### src/rtl/spi_frame_scheduler.sv
// spi_frame_scheduler: streams one frame of 8-bit pixels from the frame BRAM
// into the 4-line SPI sender, one pixel per SPI transaction.
// Optional build macro: SPI_SCHED_WATCHDOG_EN adds a wait-state watchdog and
// the sticky timeout_out port.
module spi_frame_scheduler #(
  parameter int H_PIXELS     = 320,
  parameter int V_PIXELS     = 180,
  parameter int ADDR_W       = 16,
  parameter int BRAM_LATENCY = 2,
  parameter int GAP_CYCLES   = 4
) (
  input  logic              clk_in,
  input  logic              rst_in,
  input  logic              frame_start_in,
  output logic [ADDR_W-1:0] bram_addr_out,
  input  logic [7:0]        bram_data_in,
  input  logic              spi_cs_in,
  output logic              spi_trigger_out,
  output logic [7:0]        spi_data_out,
  output logic [9:0]        spi_hcount_out,
  output logic [8:0]        spi_vcount_out,
  output logic              busy_out,
  output logic              frame_done_out
`ifdef SPI_SCHED_WATCHDOG_EN
  ,
  output logic              timeout_out
`endif
);

  localparam logic [9:0] H_LAST   = 10'(H_PIXELS - 1);
  localparam logic [8:0] V_LAST   = 9'(V_PIXELS - 1);
  localparam logic [7:0] LAT_CNT  = 8'(BRAM_LATENCY);
  localparam logic [7:0] GAP_CNT  = 8'(GAP_CYCLES);

  typedef enum logic [2:0] {
    ST_IDLE,
    ST_FETCH,
    ST_TRIG,
    ST_WAIT_LOW,
    ST_WAIT_HIGH,
    ST_GAP,
    ST_ADVANCE
  } state_t;

  state_t              state_q, state_d;
  logic [ADDR_W-1:0]   addr_q, addr_d;
  logic [9:0]          h_q, h_d;
  logic [8:0]          v_q, v_d;
  logic [7:0]          wait_q, wait_d;
  logic [7:0]          data_q, data_d;
  logic [9:0]          hout_q, hout_d;
  logic [8:0]          vout_q, vout_d;
  logic                busy_q, busy_d;
  logic                done_q, done_d;
`ifdef SPI_SCHED_WATCHDOG_EN
  logic [15:0]         wd_q, wd_d;
  logic                timeout_q, timeout_d;
`endif

  // State and datapath registers, cleared asynchronously.
  always_ff @(posedge clk_in or posedge rst_in) begin
    if (rst_in) begin
      state_q   <= ST_IDLE;
      addr_q    <= '0;
      h_q       <= '0;
      v_q       <= '0;
      wait_q    <= '0;
      data_q    <= '0;
      hout_q    <= '0;
      vout_q    <= '0;
      busy_q    <= 1'b0;
      done_q    <= 1'b0;
`ifdef SPI_SCHED_WATCHDOG_EN
      wd_q      <= '0;
      timeout_q <= 1'b0;
`endif
    end else begin
      state_q   <= state_d;
      addr_q    <= addr_d;
      h_q       <= h_d;
      v_q       <= v_d;
      wait_q    <= wait_d;
      data_q    <= data_d;
      hout_q    <= hout_d;
      vout_q    <= vout_d;
      busy_q    <= busy_d;
      done_q    <= done_d;
`ifdef SPI_SCHED_WATCHDOG_EN
      wd_q      <= wd_d;
      timeout_q <= timeout_d;
`endif
    end
  end

  // Next-state logic: fetch, trigger, wait for the CS low/high handshake, gap, advance.
  always_comb begin
    state_d = state_q;
    addr_d  = addr_q;
    h_d     = h_q;
    v_d     = v_q;
    wait_d  = wait_q;
    data_d  = data_q;
    hout_d  = hout_q;
    vout_d  = vout_q;
    busy_d  = busy_q;
    done_d  = 1'b0;
`ifdef SPI_SCHED_WATCHDOG_EN
    wd_d      = wd_q;
    timeout_d = timeout_q;
`endif

    case (state_q)
      ST_IDLE: begin
        // A start coinciding with the done pulse belongs to the old frame and is dropped.
        if (frame_start_in && !done_q) begin
          state_d = ST_FETCH;
          busy_d  = 1'b1;
          addr_d  = '0;
          h_d     = '0;
          v_d     = '0;
          wait_d  = '0;
        end
      end
      ST_FETCH: begin
        // Address has been on the bus since entry; data is valid once the latency has elapsed.
        if (wait_q == LAT_CNT) begin
          data_d  = bram_data_in;
          hout_d  = h_q;
          vout_d  = v_q;
          state_d = ST_TRIG;
        end else begin
          wait_d = wait_q + 8'd1;
        end
      end
      ST_TRIG: begin
        state_d = ST_WAIT_LOW;
      end
      ST_WAIT_LOW: begin
        if (!spi_cs_in) begin
          state_d = ST_WAIT_HIGH;
        end
      end
      ST_WAIT_HIGH: begin
        if (spi_cs_in) begin
          state_d = ST_GAP;
          wait_d  = GAP_CNT;
        end
      end
      ST_GAP: begin
        if (wait_q == 8'd0) begin
          state_d = ST_ADVANCE;
        end else begin
          wait_d = wait_q - 8'd1;
        end
      end
      ST_ADVANCE: begin
        if ((h_q == H_LAST) && (v_q == V_LAST)) begin
          // Last pixel: address stays on the final location, no wrap.
          done_d  = 1'b1;
          busy_d  = 1'b0;
          state_d = ST_IDLE;
        end else begin
          if (h_q == H_LAST) begin
            h_d = '0;
            v_d = v_q + 9'd1;
          end else begin
            h_d = h_q + 10'd1;
          end
          addr_d  = addr_q + 1'b1;
          wait_d  = '0;
          state_d = ST_FETCH;
        end
      end
      default: begin
        state_d = ST_IDLE;
      end
    endcase

`ifdef SPI_SCHED_WATCHDOG_EN
    // Counter runs only while dwelling in a wait state; any state change clears it.
    // Firing when the old value is 65534 means the counter has just reached 65535.
    if (((state_q == ST_WAIT_LOW) || (state_q == ST_WAIT_HIGH)) && (state_d == state_q)) begin
      if (wd_q == 16'hFFFE) begin
        timeout_d = 1'b1;
        done_d    = 1'b1;
        busy_d    = 1'b0;
        state_d   = ST_IDLE;
        wd_d      = '0;
      end else begin
        wd_d = wd_q + 16'd1;
      end
    end else begin
      wd_d = '0;
    end
`endif
  end

  assign bram_addr_out   = addr_q;
  assign spi_trigger_out = (state_q == ST_TRIG);
  assign spi_data_out    = data_q;
  assign spi_hcount_out  = hout_q;
  assign spi_vcount_out  = vout_q;
  assign busy_out        = busy_q;
  assign frame_done_out  = done_q;
`ifdef SPI_SCHED_WATCHDOG_EN
  assign timeout_out     = timeout_q;
`endif

endmodule
### config.mk
export PLATFORM = sky130hd
export DESIGN_NAME = spi_frame_scheduler
export DESIGN_NICKNAME = d
export VERILOG_FILES = /design/src/rtl/spi_frame_scheduler.sv
export SDC_FILE = /design/constraint.sdc
export NUM_CORES = 1
export LEC_CHECK = 0
export BUFFER_PORTS_ARGS = -buffer_cell sky130_fd_sc_hd__buf_2
export CAP_MARGIN = 20
export CORE_ASPECT_RATIO = 1.4
export CORE_MARGIN = 8
export CORE_UTILIZATION = 57
export CTS_CLUSTER_DIAMETER = 60
export CTS_CLUSTER_SIZE = 40
export DETAILED_ROUTE_END_ITERATION = 12
export PLACE_DENSITY = 0.92
export SLEW_MARGIN = 20
export SYNTH_ARGS = -nofsm -noshare
export SYNTH_HDL_FRONTEND = slang
export SYNTH_SLANG_ARGS = --single-unit
### constraint.sdc
create_clock -name clk_in -period 2.9 [get_ports clk_in]
set_input_delay 0.435 -clock clk_in [delete_from_list [all_inputs] [get_ports clk_in]]
set_output_delay 0.435 -clock clk_in [all_outputs]
set_load 0.01 [all_outputs]
; After elaboration in Yosys (flattened, before gate mapping)
; Index checks and enable logic that the tools add are counted.
[word_totals]
latchBits = 0
ramBits = 0
inputBits = 12
rom_bits = 0
register_bits = 75
output_inout_bits = 46
mem_count = 0
[op_classes]
add_sub_neg = 5
mul = 0
shifts = 0
magnitude_cmp = 0
bitwise = 0
n_reduce_logical = 13
n_mux = 29
div = 0
eq_ne = 19
[op_table]
columns = operator, n
row1 = $mux 8, 5
row2 = $pmux 8 s5, 1
row3 = $mux 16, 2
row4 = $pmux 16 s2, 1
row5 = $mux 10, 3
row6 = $mux 9, 3
row7 = $pmux 3 s7, 1
row8 = $ne 2x2->1 const B, 10
row9 = $pmux 10 s2, 1
row10 = $pmux 9 s2, 1
row11 = $add 16x1->16 const B, 1
row12 = $mux 3, 5
row13 = $add 10x1->10 const B, 1
row14 = $eq 10x9->1 const B, 1
row15 = $add 9x1->9 const B, 1
row16 = $eq 3x3->1 const B, 3
row17 = $eq 9x8->1 const B, 1
row18 = $add 8x1->8 const B, 1
row19 = $eq 8x2->1 const B, 1
row20 = $logic_not 8->1, 1
row21 = $sub 8x1->8 const B, 1
row22 = $eq 3x2->1 const B, 2
row23 = $reduce_and 3->1, 2
row24 = $reduce_and 6->1, 1
row25 = other kinds (11), 16

; Longest topological paths before layout
[depth]
ltp_word = 4
mapped_depth = 10
depth_no_buf = 9

; Least setup slack after synthesis
; OpenSTA, ideal clock, no wires.
[synth_timing]
path_kind = register -> register
start = reg state_q[2]
end = reg wait_q[2]
path_buffers = 1
path_slack_ns = 0.533
period_less_slack_ns = 2.367
arrival_time_ns = 2.243
path_stages_with_launch = 10
required_ns = 2.775
path_cell_list = dfrtp_1 -> clkbuf_1 -> nand3b_1 -> inv_1 -> xnor2_1 -> ha_1 -> mux2_2 -> o21ai_0 -> a21oi_1 -> mux2_2
[synth_between]
elab_chain_len = 3
[synth_lines]
columns = element, line
row1 = "start, declared", 45  ; state_t state_q, state_d;
row2 = "start signal, assigned", 78  ; state_q <= state_d;
row3 = $eq 3x3->1 (tied with other cells), 112  ; case (state_q)
row4 = $reduce_bool 5->1 (no line) or $ne 2x2->1 (tied branches), n/a
row5 = $reduce_and 6->1 (no line), n/a
row6 = "end signal, assigned", 82  ; wait_q <= wait_d;
row7 = "end, declared", 49  ; logic [7:0] wait_q, wait_d;
; Parallel ways exist; a longest one is shown, timed or not.
; A chain may end at the register's enable or synchronous reset.

; Worst setup path in the final report
[layout_timing]
start = reg h_q[0]
end = reg v_q[7]
[layout_between]
elab_chain_len = 4
[layout_lines]
columns = element, line
row1 = "start, declared", 47  ; logic [9:0] h_q, h_d;
row2 = "start signal, assigned", 65  ; h_q <= '0;
row3 = "start signal, assigned", 80  ; h_q <= h_d;
row4 = $eq 10x9->1 (*), "157, 163"
row5 = $logic_and 1x1->1, 157  ; if ((h_q == H_LAST) && (v_q == V_LAST)) begin
row6 = $ne 2x2->1 (no line), n/a
row7 = $reduce_and 4->1 (no line) (*), n/a
row8 = "end signal, assigned", 81  ; v_q <= v_d;
row9 = "end, declared", 48  ; logic [8:0] v_q, v_d;
; Mark *: on every way between the ends. The rest lies on a longest branch, timed or not.

==> metrics <==
CTS tree yes; total of max-cap violations 0; outcome finished clean; Cell variety after synth 56; crit path kind reg -> reg; Final Slew Violations 0; # diodes 0; IO Count 58; Layout Nets 464; crit path capture type flip-flop; Max Fclk 393 MHz; core area 6570 sq um; Critical Path Source Type flip-flop; Slew @ Worst Pin 0.676 ns; CP delay by family, top simple AND/OR/NAND/NOR gates; total chip power 0.00354 W; Clock Skew 0.0111 ns; WP buf/inv 0; syn avg cell area 9.95 sq um; final setup fails 0; Fin. Hold Viols 0; slowest stage cell, crit path or4_4; Die Y 113 microns; Pwr Density 802 nW/um^2; Post-CTS Setup Repair Bufs 0; starting density of the core 58.5%; Syn Nets 403; Async SR Flop Fraction 100%; Tcrit/Tclk final 87.8%; CTS root buffer clkbuf_8; worst skew pair latency 0.35 ns; IO buf count 57; WP data required 3.17 ns; hold_buf cts 0; Remaining DRCs 0; drt first-iter violations 295; WL/cell 16.9 microns; yosys warns 0; main flop type after synthesis dfrtp_1; vias in the first global route 3413; Worst path max stage delay 0.58 ns; share of layout cells above drive strength 1 27.0%; ANT nets after route 0; static leakage 2.09 nW; min-delay worst type in -> async; Mapped Cells 386; clock period minus worst slack 2.55 ns; first-pass GRT wire length 15600 microns; EDFF count, synth 0; CTS H-tree lvls 3; DRT Pass-1 Iters 4; largest net degree at the start of global routing 44; RSZ-0062 raised after global routing false; TritonCTS Buffers 9; Worst slew margin 54.5%; initial antenna violation count 0; crit path cell chain ha_1 > nand3_1 > or4_4 > a22o_1 > or4_1 > a21oi_1; arrival time worst endpoint 2.82 ns; post-DR vias/cell 6.19; P&R area growth vs syn 15.0%; CP Max Fanout 15; post-synthesis sequential area ratio 48.9%; clock slew at reported path FFs 0.08 ns; die width 85.4 microns; post-CTS sizing 0; synthesized area 3840 sq um; full die area 9660 sq um; GRT Residual Overflow 0; row cnt 35; drt total wl 8910 microns; Worst VDD drop 0.000598 V; total negative slack 0 ns; dpl hpwl 6510 microns; FF+latch count, synth 75; clock sinks 75; Max clock buf depth 2; gr usage total 19.8%; via count 3258; Placer Congestion 0.889
==> final timing paths <==
check                                  startpoint                 to  slack, ns  cells after the start
worst max-delay path                       h_q[0]             v_q[7]       0.35                      6
worst min-delay path                       rst_in  spi_vcount_out[6]       0.18                      2
worst max register to register             h_q[0]             v_q[7]       0.35                      6
worst min register to register  spi_hcount_out[8]  spi_hcount_out[8]       0.48                      2
max in group asynchronous                  rst_in   bram_addr_out[9]       2.04                      3
min in group clk_in               bram_data_in[7]    spi_data_out[7]       0.31                      2
==> where the power goes <==
part	switching (W)	internal, W
Combinational	0.000724	0.000564
Sequential	0.000259	0.00128
Clock	0.000381	0.000333
Total	0.00136	0.00218
==> kinds of logic (layout without fill, tap and decap cells) <==
kind of cell,after synthesis,count (layout),synth area share (%)
XOR/XNOR,5,5,1.14
AO/OA/AOI/OAI,82,82,13.8
adder cells (fa/ha/maj),5,5,1.63
AND/OR/NAND/NOR,154,154,21.7
multiplexers,33,33,9.51
flip-flops,75,75,48.9
buffers and inverters,32,98,3.26
==> metrics by stage <==
| step | instance area, sq um | hold slack [ns] | util [%] | setup slack (ns) | std cells |
|---|---|---|---|---|---|
| after floorplan | 3840 | 0.475 | - | 0.533 | 386 |
| after global routing | 4410 | 0.233 | 67.2 | 0.149 | 526 |
| final | 4410 | 0.181 | 67.2 | 0.354 | 526 |
| after global placement | 4240 | 0.462 | 64.5 | 0.439 | 510 |
| after detailed placement | 4240 | 0.471 | 64.5 | 0.390 | 510 |
| after CTS | 4410 | 0.197 | 67.2 | 0.380 | 526 |
==> flip-flops by register name, summed over array words and instances (netlist names) <==
register	flops
bram_addr_out	16
h_q	10
spi_hcount_out	10
spi_vcount_out	9
v_q	9
spi_data_out	8
wait_q	8
state_q	3
busy_out	1
frame_done_out	1
==> worst register-to-register path: cells and delay by family (launching register included) <==
| family | cells | cell delay (ns) |
|---|---|---|
| flip-flops | 1 | 0.43 |
| AND/OR/NAND/NOR | 3 | 1.28 |
| AO/OA/AOI/OAI | 2 | 0.55 |
| adder cells (fa/ha/maj) | 1 | 0.21 |
==> cells in the final DEF, fill, tap and decap left out, types with 2 or more instances in the layout <==
| master | n |
|---|---|
| clkinv_2 | 3 |
| and2_1 | 3 |
| nand2_1 | 37 |
| nand2b_1 | 9 |
| a21oi_1 | 18 |
| dfrtp_1 | 75 |
| a41oi_1 | 2 |
| buf_4 | 9 |
| clkbuf_8 | 10 |
| a21o_1 | 2 |
| o31ai_1 | 6 |
| ha_1 | 5 |
| mux2_2 | 28 |
| or2_2 | 4 |
| nand4_1 | 6 |
| nor2_1 | 22 |
| nand3_1 | 16 |
| a31oi_1 | 10 |
| o21ai_0 | 20 |
| and3_1 | 4 |
| or3_1 | 10 |
| nor2b_1 | 2 |
| o22ai_1 | 2 |
| xnor2_1 | 5 |
| inv_1 | 14 |
| or4_1 | 10 |
| mux2i_1 | 5 |
| or4b_1 | 2 |
| buf_2 | 57 |
| o211ai_1 | 4 |
| nor3_1 | 12 |
| o21ba_2 | 2 |
| a22o_1 | 3 |
| nor4_1 | 6 |
==> layout make-up <==
cell class	count	area [sq um]
clock inverters	6	40.0
clock buffers	10	138
repair buffers	67	373
well taps	74	92.6
flip-flops and latches	75	1880
inverters	15	56.3
fillers	495	2150
multi-input cells	279	1840
==> cell usage after synthesis (all sizes together) (6+ instances only) <==
cell type   n  area share (%)
nor3       12             1.6
dfrtp      75              49
o31ai       6             1.2
nor4        6            0.98
o21ai      20             2.6
nand3      16             2.1
a21oi      18             2.3
nand2      37             3.6
or3        10             1.6
nor2       22             2.2
nand4       6            0.98
or4        11             2.2
a31oi      10             1.6
inv        15             1.5
mux2       28             8.2
nand2b      9             1.5
clkbuf     13             1.3
==> metal layers <==
layer  part of all wire, %  track usage (%)  vias up
met4                   1.7             9.04        0
met5                     0                0        -
met2                    53             34.3       95
met3                   4.8             4.93       11
met1                    41             22.3     1596
li1                      -                -     1556
No activity file was read; power rests on OpenSTA's default activity.
